`src/rtl/ps2_pkg.sv`:
```
// Shared constants, frame-state enum and ps2_key field layout for the PS/2 keyboard decoder.
package ps2_pkg;

    localparam logic [7:0] PFX_EXT    = 8'hE0;
    localparam logic [7:0] PFX_BRK    = 8'hF0;
    localparam logic [7:0] PFX_PAUSE  = 8'hE1;
    localparam logic [7:0] RSP_BAT    = 8'hAA;
    localparam logic [7:0] RSP_ACK    = 8'hFA;
    localparam logic [7:0] RSP_ECHO   = 8'hEE;
    localparam logic [7:0] RSP_RESEND = 8'hFE;

    // Bytes following E1 that belong to the Pause sequence and carry no key event
    localparam logic [2:0] PAUSE_SKIP = 3'd7;

    localparam int KEY_W        = 11;
    localparam int KEY_TOG      = 10;
    localparam int KEY_PRESS    = 9;
    localparam int KEY_EXT      = 8;
    localparam int KEY_CODE_MSB = 7;
    localparam int KEY_CODE_LSB = 0;

    typedef enum logic [1:0] {
        IDLE,
        DATA,
        PARITY,
        STOP
    } frame_state_t;

    function automatic logic is_response(input logic [7:0] b);
        return (b == RSP_BAT) || (b == RSP_ACK) || (b == RSP_ECHO) || (b == RSP_RESEND);
    endfunction

endpackage

```
`src/rtl/ps2_key_decoder_if.sv`:
```
// PS/2 line pair plus decoded key event outputs; slave is the decoder side, master the line/host side.
interface ps2_key_decoder_if;
    import ps2_pkg::*;

    logic             ps2_clk;
    logic             ps2_data;
    logic [KEY_W-1:0] ps2_key;
    logic             frame_err;

    modport slave (
        input  ps2_clk,
        input  ps2_data,
        output ps2_key,
        output frame_err
    );

    modport master (
        output ps2_clk,
        output ps2_data,
        input  ps2_key,
        input  frame_err
    );

endinterface

```
`src/rtl/ps2_rx_frame.sv`:
```
// PS/2 receive front end: synchronizers, clock glitch filter, 11-bit frame FSM with inactivity timeout.
//   state  | meaning
//   IDLE   | waiting for a start bit (sampled 0)
//   DATA   | shifting D0..D7, LSB first
//   PARITY | capturing the odd-parity bit
//   STOP   | checking stop bit and parity; byte or error strobe in this edge cycle
module ps2_rx_frame
    import ps2_pkg::*;
#(
    parameter int FILT_CYC    = 8,
    parameter int TIMEOUT_CYC = 50000
) (
    input  logic       clk_sys,
    input  logic       reset_n,
    input  logic       ps2_clk,
    input  logic       ps2_data,
    output logic [7:0] rx_byte,
    output logic       rx_valid,
    output logic       rx_err
);

    localparam int FW = (FILT_CYC > 1) ? $clog2(FILT_CYC) : 1;
    localparam int TW = $clog2(TIMEOUT_CYC + 1);
    localparam logic [FW-1:0] FILT_TC = FW'(FILT_CYC - 1);
    localparam logic [TW-1:0] TO_LOAD = TW'(TIMEOUT_CYC - 1);

    logic          clk_meta, clk_sync, dat_meta, dat_sync;
    logic [FW-1:0] filt_cnt;
    logic          filt_clk;
    logic          fall;
    logic [TW-1:0] to_cnt;
    logic          to_expired;
    logic [7:0]    shift;
    logic [2:0]    bit_cnt;
    logic          par_bit;
    frame_state_t  state, state_nxt;

    always_ff @(posedge clk_sys or negedge reset_n) begin
        if (!reset_n) begin
            clk_meta <= 1'b1;
            clk_sync <= 1'b1;
            dat_meta <= 1'b1;
            dat_sync <= 1'b1;
        end else begin
            clk_meta <= ps2_clk;
            clk_sync <= clk_meta;
            dat_meta <= ps2_data;
            dat_sync <= dat_meta;
        end
    end

    // Any cycle where the synchronized clock agrees with the filtered one restarts the hold count
    always_ff @(posedge clk_sys or negedge reset_n) begin
        if (!reset_n) begin
            filt_cnt <= '0;
            filt_clk <= 1'b1;
        end else if (clk_sync == filt_clk) begin
            filt_cnt <= '0;
        end else if (filt_cnt == FILT_TC) begin
            filt_cnt <= '0;
            filt_clk <= clk_sync;
        end else begin
            filt_cnt <= filt_cnt + 1'b1;
        end
    end

    assign fall       = filt_clk && !clk_sync && (filt_cnt == FILT_TC);
    assign to_expired = (to_cnt == '0);
    assign rx_byte    = shift;

    always_ff @(posedge clk_sys or negedge reset_n) begin
        if (!reset_n) begin
            state <= IDLE;
        end else begin
            state <= state_nxt;
        end
    end

    always_comb begin
        state_nxt = state;
        rx_valid  = 1'b0;
        rx_err    = 1'b0;
        case (state)
            IDLE: begin
                if (fall && !dat_sync) state_nxt = DATA;
            end
            DATA: begin
                if (fall) begin
                    if (bit_cnt == 3'd7) state_nxt = PARITY;
                end else if (to_expired) begin
                    state_nxt = IDLE;
                end
            end
            PARITY: begin
                if (fall)            state_nxt = STOP;
                else if (to_expired) state_nxt = IDLE;
            end
            STOP: begin
                if (fall) begin
                    state_nxt = IDLE;
                    if (dat_sync && (^{shift, par_bit})) rx_valid = 1'b1;
                    else                                 rx_err   = 1'b1;
                end else if (to_expired) begin
                    state_nxt = IDLE;
                end
            end
            default: state_nxt = IDLE;
        endcase
    end

    // Timeout is a down-counter reloaded on every accepted falling edge
    always_ff @(posedge clk_sys or negedge reset_n) begin
        if (!reset_n) begin
            to_cnt  <= '0;
            shift   <= '0;
            bit_cnt <= '0;
            par_bit <= 1'b0;
        end else begin
            if (fall)                 to_cnt <= TO_LOAD;
            else if (!to_expired)     to_cnt <= to_cnt - 1'b1;
            if (fall) begin
                case (state)
                    IDLE:    bit_cnt <= '0;
                    DATA: begin
                        shift   <= {dat_sync, shift[7:1]};
                        bit_cnt <= bit_cnt + 1'b1;
                    end
                    PARITY:  par_bit <= dat_sync;
                    default: ;
                endcase
            end
        end
    end

endmodule

```
`src/rtl/ps2_key_decoder.sv`:
```
// PS/2 scan-code set 2 decoder: prefix (E0/F0), Pause skip and response filtering on top of ps2_rx_frame.
// Optional build macro PS2_TYPEMATIC_FILTER_EN suppresses auto-repeat makes of the held key.
module ps2_key_decoder
    import ps2_pkg::*;
#(
    parameter int FILT_CYC    = 8,
    parameter int TIMEOUT_CYC = 50000
) (
    input logic                clk_sys,
    input logic                reset_n,
    ps2_key_decoder_if.slave   bus
);

    logic [7:0]       rx_byte;
    logic             rx_valid;
    logic             rx_err;
    logic [KEY_W-1:0] key_q, key_nxt;
    logic             err_q;
    logic             ext, brk;
    logic [2:0]       skip_cnt;
    logic             code_byte;
    logic             emit;

    ps2_rx_frame #(
        .FILT_CYC    (FILT_CYC),
        .TIMEOUT_CYC (TIMEOUT_CYC)
    ) u_rx (
        .clk_sys  (clk_sys),
        .reset_n  (reset_n),
        .ps2_clk  (bus.ps2_clk),
        .ps2_data (bus.ps2_data),
        .rx_byte  (rx_byte),
        .rx_valid (rx_valid),
        .rx_err   (rx_err)
    );

`ifdef PS2_TYPEMATIC_FILTER_EN
    logic       tm_valid;
    logic [8:0] tm_code;
    logic       tm_repeat;

    assign tm_repeat = tm_valid && (tm_code == {ext, rx_byte});

    always_ff @(posedge clk_sys or negedge reset_n) begin
        if (!reset_n) begin
            tm_valid <= 1'b0;
            tm_code  <= '0;
        end else if (code_byte) begin
            if (brk) begin
                if (tm_repeat) tm_valid <= 1'b0;
            end else begin
                tm_valid <= 1'b1;
                tm_code  <= {ext, rx_byte};
            end
        end
    end
`endif

    always_comb begin
        code_byte = rx_valid && (skip_cnt == '0)
                    && (rx_byte != PFX_EXT) && (rx_byte != PFX_BRK) && (rx_byte != PFX_PAUSE)
                    && !(is_response(rx_byte) && !ext && !brk);
        emit = code_byte;
`ifdef PS2_TYPEMATIC_FILTER_EN
        if (code_byte && !brk && tm_repeat) emit = 1'b0;
`endif
        key_nxt = key_q;
        if (emit) begin
            key_nxt[KEY_TOG]                   = ~key_q[KEY_TOG];
            key_nxt[KEY_PRESS]                 = ~brk;
            key_nxt[KEY_EXT]                   = ext;
            key_nxt[KEY_CODE_MSB:KEY_CODE_LSB] = rx_byte;
        end
    end

    always_ff @(posedge clk_sys or negedge reset_n) begin
        if (!reset_n) begin
            key_q    <= '0;
            err_q    <= 1'b0;
            ext      <= 1'b0;
            brk      <= 1'b0;
            skip_cnt <= '0;
        end else begin
            key_q <= key_nxt;
            err_q <= rx_err;
            if (rx_err) begin
                ext <= 1'b0;
                brk <= 1'b0;
            end else if (rx_valid) begin
                if (skip_cnt != '0)           skip_cnt <= skip_cnt - 1'b1;
                else if (rx_byte == PFX_EXT)   ext      <= 1'b1;
                else if (rx_byte == PFX_BRK)   brk      <= 1'b1;
                else if (rx_byte == PFX_PAUSE) skip_cnt <= PAUSE_SKIP;
                else if (code_byte) begin
                    ext <= 1'b0;
                    brk <= 1'b0;
                end
            end
        end
    end

    assign bus.ps2_key   = key_q;
    assign bus.frame_err = err_q;

endmodule

```
`src/flat_wrapper.sv`:
```
// flat-port wrapper written by rule: the top's interface ports become plain ports
module ps2_key_decoder_flat import ps2_pkg::*;
#(
    parameter int FILT_CYC    = 8,
    parameter int TIMEOUT_CYC = 50000
)
  (clk_sys, reset_n, bus_ps2_clk, bus_ps2_data, bus_ps2_key, bus_frame_err);
  ps2_key_decoder_if bus_i ();
  input logic clk_sys;
  input logic reset_n;
  input wire logic [$bits(bus_i.ps2_clk)-1:0] bus_ps2_clk;
  input wire logic [$bits(bus_i.ps2_data)-1:0] bus_ps2_data;
  output wire logic [$bits(bus_i.ps2_key)-1:0] bus_ps2_key;
  output wire logic [$bits(bus_i.frame_err)-1:0] bus_frame_err;
  assign bus_i.ps2_clk = bus_ps2_clk;
  assign bus_i.ps2_data = bus_ps2_data;
  assign bus_ps2_key = bus_i.ps2_key;
  assign bus_frame_err = bus_i.frame_err;
  ps2_key_decoder #(.FILT_CYC(FILT_CYC), .TIMEOUT_CYC(TIMEOUT_CYC)) u_core (.clk_sys(clk_sys), .reset_n(reset_n), .bus(bus_i));
endmodule
```
`config.mk`:
```
export PLATFORM = sky130hd
export DESIGN_NAME = ps2_key_decoder_flat
export DESIGN_NICKNAME = d
export VERILOG_FILES = /design/src/rtl/ps2_pkg.sv /design/src/rtl/ps2_key_decoder_if.sv /design/src/rtl/ps2_rx_frame.sv /design/src/rtl/ps2_key_decoder.sv /design/src/flat_wrapper.sv
export SDC_FILE = /design/constraint.sdc
export NUM_CORES = 1
export LEC_CHECK = 0
export ABC_AREA = 0
export ABC_CLOCK_PERIOD_IN_PS = 4700
export BUFFER_PORTS_ARGS = -buffer_cell sky130_fd_sc_hd__buf_2
export CAP_MARGIN = 40
export CORE_MARGIN = 1
export CORE_UTILIZATION = 55
export DETAILED_ROUTE_END_ITERATION = 16
export HOLD_SLACK_MARGIN = 0.03
export PLACE_DENSITY = 0.73
export SKIP_CTS_REPAIR_TIMING = 1
export SLEW_MARGIN = 20
export SYNTH_ARGS = -nofsm -noshare
export SYNTH_HDL_FRONTEND = slang
export SYNTH_SLANG_ARGS = --single-unit
```
`constraint.sdc`:
```
create_clock -name clk_sys -period 4.7 [get_ports clk_sys]
set_clock_uncertainty 0.05 [all_clocks]
set_input_delay 0.47 -clock clk_sys [delete_from_list [all_inputs] [get_ports clk_sys]]
set_output_delay 0.47 -clock clk_sys [all_outputs]
set_load 0.005 [all_outputs]
```
# Word-level counts from Yosys, hierarchy flattened
# Index checks and enable logic that the tools add are counted.
# word_totals
reg_bits,55
in_bits,4
output_inout_bits,12
elab_cells,121
# op_classes
addsub,4
n_eq_ne,26
n_mux,34
bitwise,4
reduce_logical,37
# ops
cell,n
"8-bit == test, second input constant",7
16-bit 2-to-1 mux,2
"8-bit inequality test, second input constant",3
1-bit 2-to-1 mux,18
3-bit 2-to-1 mux,6
16-bit zero test,1
"16-bit by 1-bit subtractor with 16-bit output, second input constant",1
5-bit AND reduction,3
2-bit 2-to-1 mux,6
1-bit logical AND,11
2-bit AND reduction,5
"3-bit by 1-bit inequality test with 1-bit output, second input constant",3
3-bit nonzero test,3
9-bit XOR reduction,1
"2-bit by 1-bit inequality test with 1-bit output, second input constant",4
2-bit case mux with 4 select lines,1
"3-bit by 1-bit adder with 3-bit output, second input constant",2
"3-bit == test, second input constant",2
3-bit case mux with 2 select lines,1
2-bit nonzero test,3
1-bit zero test,5
"2-bit == test, second input constant",2
"2-bit inequality test, second input constant",2
1-bit inverter,4
other kinds (7),9

# Depth between registers and ports, before layout
# depth
word_depth,17
mapped_depth,8
depth_no_buf,7

# Modules after synthesis
# Synthesis repeated with hierarchy kept, for this count alone.
# unflattened
cells_unflattened,239
area_unflattened_um2,2701.3
# modules_own_cells
mod,n_inst,cells_per_inst,area_per_inst_um2,seq_area_each_um2
ps2_rx_frame,1,175,1888.1,957.2
ps2_key_decoder,1,64,813.3,425.4

# Least setup slack after synthesis
# Ideal clock, no wire load.
# synth_timing
path_type,register to register
from,"register u_core.u_rx.shift[2], in the netlist u_core.u_rx.rx_byte[2]"
to,"register u_core.key_q[0], in the netlist u_core.bus.ps2_key[0]"
setup_ns,0.125
t_arrival_ns,2.054
required_ns,4.525
slack_ns,2.471
path_stages_with_launch,7
n_path_buf,1
period_less_slack_ns,2.229
cell_sequence,dfrtp_1 -> or4b_1 -> or2_1 -> o311a_1 -> nand4_2 -> buf_6 -> mux2_4
# synth_between
elab_chain_cells,10
word_cells_on_any_way,23
classes_between,7 x eq/ne; 3 x mux; 13 x reduce/logical
# synth_lines
element,line,source
from (decl),ps2_rx_frame.sv:33,logic [7:0] shift;
from (signal assigned),ps2_rx_frame.sv:125,"shift <= {dat_sync, shift[7:1]};"
9-bit XOR reduction,ps2_rx_frame.sv:101,"if (dat_sync && (^{shift, par_bit})) rx_valid = 1'b1;"
1-bit logical AND,ps2_rx_frame.sv:101,
1-bit 2-to-1 mux,ps2_rx_frame.sv:101,
1-bit 2-to-1 mux,ps2_rx_frame.sv:99,if (fall) begin
1-bit 2-to-1 mux,ps2_rx_frame.sv:83,case (state)
1-bit logical AND,ps2_key_decoder.sv:60,code_byte = rx_valid && (skip_cnt == '0)
1-bit logical AND (3 in series),ps2_key_decoder.sv:61,&& (rx_byte != PFX_EXT) && (rx_byte != PFX_BRK) && (rx_byte != PFX_PAUSE)
1-bit logical AND *,ps2_key_decoder.sv:62,&& !(is_response(rx_byte) && !ext && !brk);
to (signal assigned),ps2_key_decoder.sv:84,key_q <= key_nxt;
to (decl),ps2_key_decoder.sv:17,"logic [KEY_W-1:0] key_q, key_nxt;"
# Every way passes the cells marked *; elsewhere a longest branch is shown, timed or not.
# A chain may end at the register's enable or synchronous reset.

# Worst setup path after layout
# layout_timing
from,"register u_core.u_rx.shift[4], in the netlist u_core.u_rx.rx_byte[4]"
to,"register u_core.key_q[2], in the netlist u_core.bus.ps2_key[2]"
# Same word-level chain as after synthesis.

==> flow_summary_export.csv <==
group,metric,value,unit
run_status,outcome,"finished clean",
worst_hold_path,hold_depth,1,
clock_tree,cts_root_buf,"clkbuf_8",
logic_synthesis,yosysMostFrequentCell,"dfrtp_1",
clock_tree,cts.sinks,55,
pwr,p_sw,356,uW
clock_tree,h-tree-depth,2,
route,route.vias.total,1680,
worst_setup_path,rrSetupSlack,2.11,ns
logic_synthesis,ys_types,45,
timing,max_freq,386,MHz
route,avgViaCountPerCell,5.54,
worst_setup_path,reg2regPathDepth,5,
placement,routabilityCongestion,0.756,
logic_synthesis,syn_inst,232,
floorplanning,core-area,4500,um^2
timing,relSlewSlack,47.1,%
worst_setup_path,r2r_start,"u_core.u_rx.rx_byte[4]",
logic_synthesis,yosys-top-cells-area,"dfrtp_1, dfstp_2, mux2_2",
route,postRouteAntennaNets,0,
floorplanning,die_area,5120,um^2
worst_hold_path,hold_path_class,"in -> reg",
finish,fill_cells,366,
global_route,antenna_found_initial,0,
logic_synthesis,synth_top_area_share,47.1,%
worst_setup_path,crit_family,"XOR/XNOR gates",
worst_setup_path,r2r_end,"u_core.bus.ps2_key[2]",
pwr,p_int,782,uW
route,wirelength,4190,um
worst_setup_path,slowest_delay,0.51,ns
logic_synthesis,synth-seq-cells,55,
clock_tree,clock_path_buffers,2,
timing,finalCritPeriodShare,55.1,%
worst_setup_path,worstPathArrival,2.73,ns
timing,slew_viol_final,0,
job,drv_cap,0,
logic_synthesis,synth-main-ff-cell,"dfrtp_1",
finish,areaGrowthSynthToFinish,7.67,%
global_route,grt_pass1_wl,7330,um
global_route,grt_max_degree,56,
placement,portBuffers,15,
worst_setup_path,worstSetupStartpointType,"flop",
pwr,p_leak,1.42,nW
logic_synthesis,synth_edf_count,0,
floorplanning,ios,16,
route,dr.pass1.iters,4,
clock_tree,clk_latency,0.31,ns
logic_synthesis,syn_nets,244,
worst_setup_path,cp.required,4.84,ns
logic_synthesis,synthArstFlopShare,100,%
timing,tns,0,ns
timing,worst_pin_slew,0.786,ns
finish,final_net_count,262,
logic_synthesis,synth_seq_area_share,52.0,%
route,drtIter0Drc,84,
logic_synthesis,synth_commonest_cells,"dfrtp_1, nand2_1, nor2_1, inv_1, mux2_2",
global_route,grt_pass1_vias,1565,
finish,antenna_cells,0,
pwr,pwr-share-comb,22.2,%
clock_tree,cts_buffers,5,
worst_setup_path,criticalPathCategory,"reg -> reg",
timing,setup_viol,0,
pwr,swShare,31.3,%
global_route,grt_overflow_total,0,
logic_synthesis,yosysWarnings,0,
clock_tree,clk_pin_slew,0.10,ns
worst_setup_path,crit_buf_inv,0,
placement,place_ws,2.12,ns
logic_synthesis,avgSynthCellArea,11.5,um^2
floorplanning,start_util,59.0,%
worst_setup_path,crit_chain,"xnor2_1 > xnor3_2 > xnor2_4 > nand4_2 > mux2_4",
floorplanning,num_rows,24,
timing,hold_viol,0,
logic_synthesis,synth_area_leader_cell,"dfrtp_1",
route,drc,0,
logic_synthesis,syn_area,2660,um^2
placement,post_dp_cell_area,2770,um^2
finish,final_area,2860,um^2
clock_tree,tritoncts,"yes",
worst_setup_path,critPathSlowestCell,"xnor3_2",
worst_hold_path,worstHoldEndpoint,"u_core.u_rx.dat_meta",
timing,rsz0062_at_grt,"false",
floorplanning,fp.dieW,71.5,um
floorplanning,fp.dieH,71.5,um
route,wl_per_cell,13.8,um
finish,layout.core_utilization,63.6,%
placement,dp_hpwl,2900,um
pwr,pwr-share-clk,23.0,%
timing,timing.final.ws_setup,2.11,ns
worst_setup_path,cp_max_fo,11,
pwr,seqPwrFrac,54.9,%
timing,min_period,2.59,ns
timing,worst_hold_slack,0.209,ns
finish,layout-drive-gt1-share,20.3,%
worst_setup_path,cp-end-kind,"flop",
pwr,power_density,397,nW/um^2
worst_hold_path,hold_start,"bus_ps2_data",
pwr,ir_drop,0.279,mV
global_route,track_usage,18.8,%
==> power by group through the flow <==
stage	clock network, mW	logic (mW)	registers (mW)
3_5_place_dp	0	0.251	0.633
4_1_cts	0.274	0.255	0.624
5_1_grt	0.291	0.292	0.637
2_1_floorplan	0	0.206	0.616
6_report	0.261	0.252	0.624
3_3_place_gp	0	0.247	0.630
==> worst max path at each step <==
stage	cells after the start	slack [ns]	end	startpoint
floorplan	6	2.47	u_core.bus.ps2_key[0]	u_core.u_rx.rx_byte[2]
global placement	5	2.18	u_core.bus.ps2_key[4]	u_core.u_rx.rx_byte[4]
detailed placement	5	2.12	u_core.bus.ps2_key[2]	u_core.u_rx.rx_byte[4]
CTS	5	2.09	u_core.bus.ps2_key[2]	u_core.u_rx.rx_byte[4]
global route	5	1.92	u_core.bus.ps2_key[2]	u_core.u_rx.rx_byte[4]
finish	5	2.11	u_core.bus.ps2_key[2]	u_core.u_rx.rx_byte[4]
==> placed cells by master, fill, tap and decap left out, types with 2 or more instances in the layout <==
cell type  count
ha_1           8
nand3_1        8
mux2_2        11
nor4_1         3
o21ai_0        7
nand3b_1       3
nor3_1         8
a2bb2oi_1      2
dfrtp_1       50
xor2_1        10
dfstp_2        5
and3_1         2
nor2_1        15
mux2_4         8
nor2b_1        5
mux2i_1        2
inv_1         11
and2_1         2
nand2_1       19
nand2b_1       5
buf_2         15
o211ai_1       6
clkbuf_8       6
nand4_1        3
o22ai_1        2
o31ai_1        2
nand4b_1       2
xnor2_1        6
a21oi_1        6
==> through the flow <==
| stage | total power, mW | std cells |
|---|---|---|
| after global routing | 1.22 | 303 |
| after global placement | 0.877 | 294 |
| after detailed placement | 0.884 | 295 |
| after CTS | 1.15 | 303 |
| after floorplan | 0.821 | 232 |
| final | 1.14 | 303 |
==> flip-flops by register name, indices dropped and copies added (netlist names) <==
register	flops
u_core.u_rx.bit_cnt	3
u_core.u_rx.clk_meta	1
u_core.u_rx.clk_sync	1
u_core.bus.ps2_key	11
u_core.u_rx.filt_clk	1
u_core.brk	1
u_core.u_rx.state	2
u_core.u_rx.rx_byte	8
u_core.skip_cnt	3
u_core.u_rx.filt_cnt	3
u_core.u_rx.dat_sync	1
u_core.bus.frame_err	1
u_core.u_rx.to_cnt	16
u_core.ext	1
u_core.u_rx.par_bit	1
u_core.u_rx.dat_meta	1
==> kinds of logic after synthesis <==
kind of cell / share of synthesized area [%]
AND/OR/NAND/NOR: 16.0
AO/OA/AOI/OAI: 8.05
multiplexers: 9.93
adder cells (fa/ha/maj): 3.76
buffers and inverters: 3.01
flip-flops: 52.0
XOR/XNOR: 7.20
==> layout make-up <==
class	instances	area [um^2]	share of cell area (%)
Clock buffer	7	86.3	3.02
Clock inverter	1	5.00	0.175
Inverter	11	41.3	1.44
Multi-Input combinational cell	160	1200	41.8
Sequential cell	55	1380	48.3
Tap cell	52	65.1	2.27
Timing Repair Buffer	17	86.3	3.02
==> layer usage <==
metal / share of wire, % / track usage, % / vias to the layer above
met4: 1.6 / 7.19 / 0
met2: 42 / 26.6 / 24
met5: 0 / 0 / -
met3: 3.3 / 4.64 / 6
li1: - / - / 855
met1: 53 / 28.3 / 795
Power figures use the tool's default switching activity.
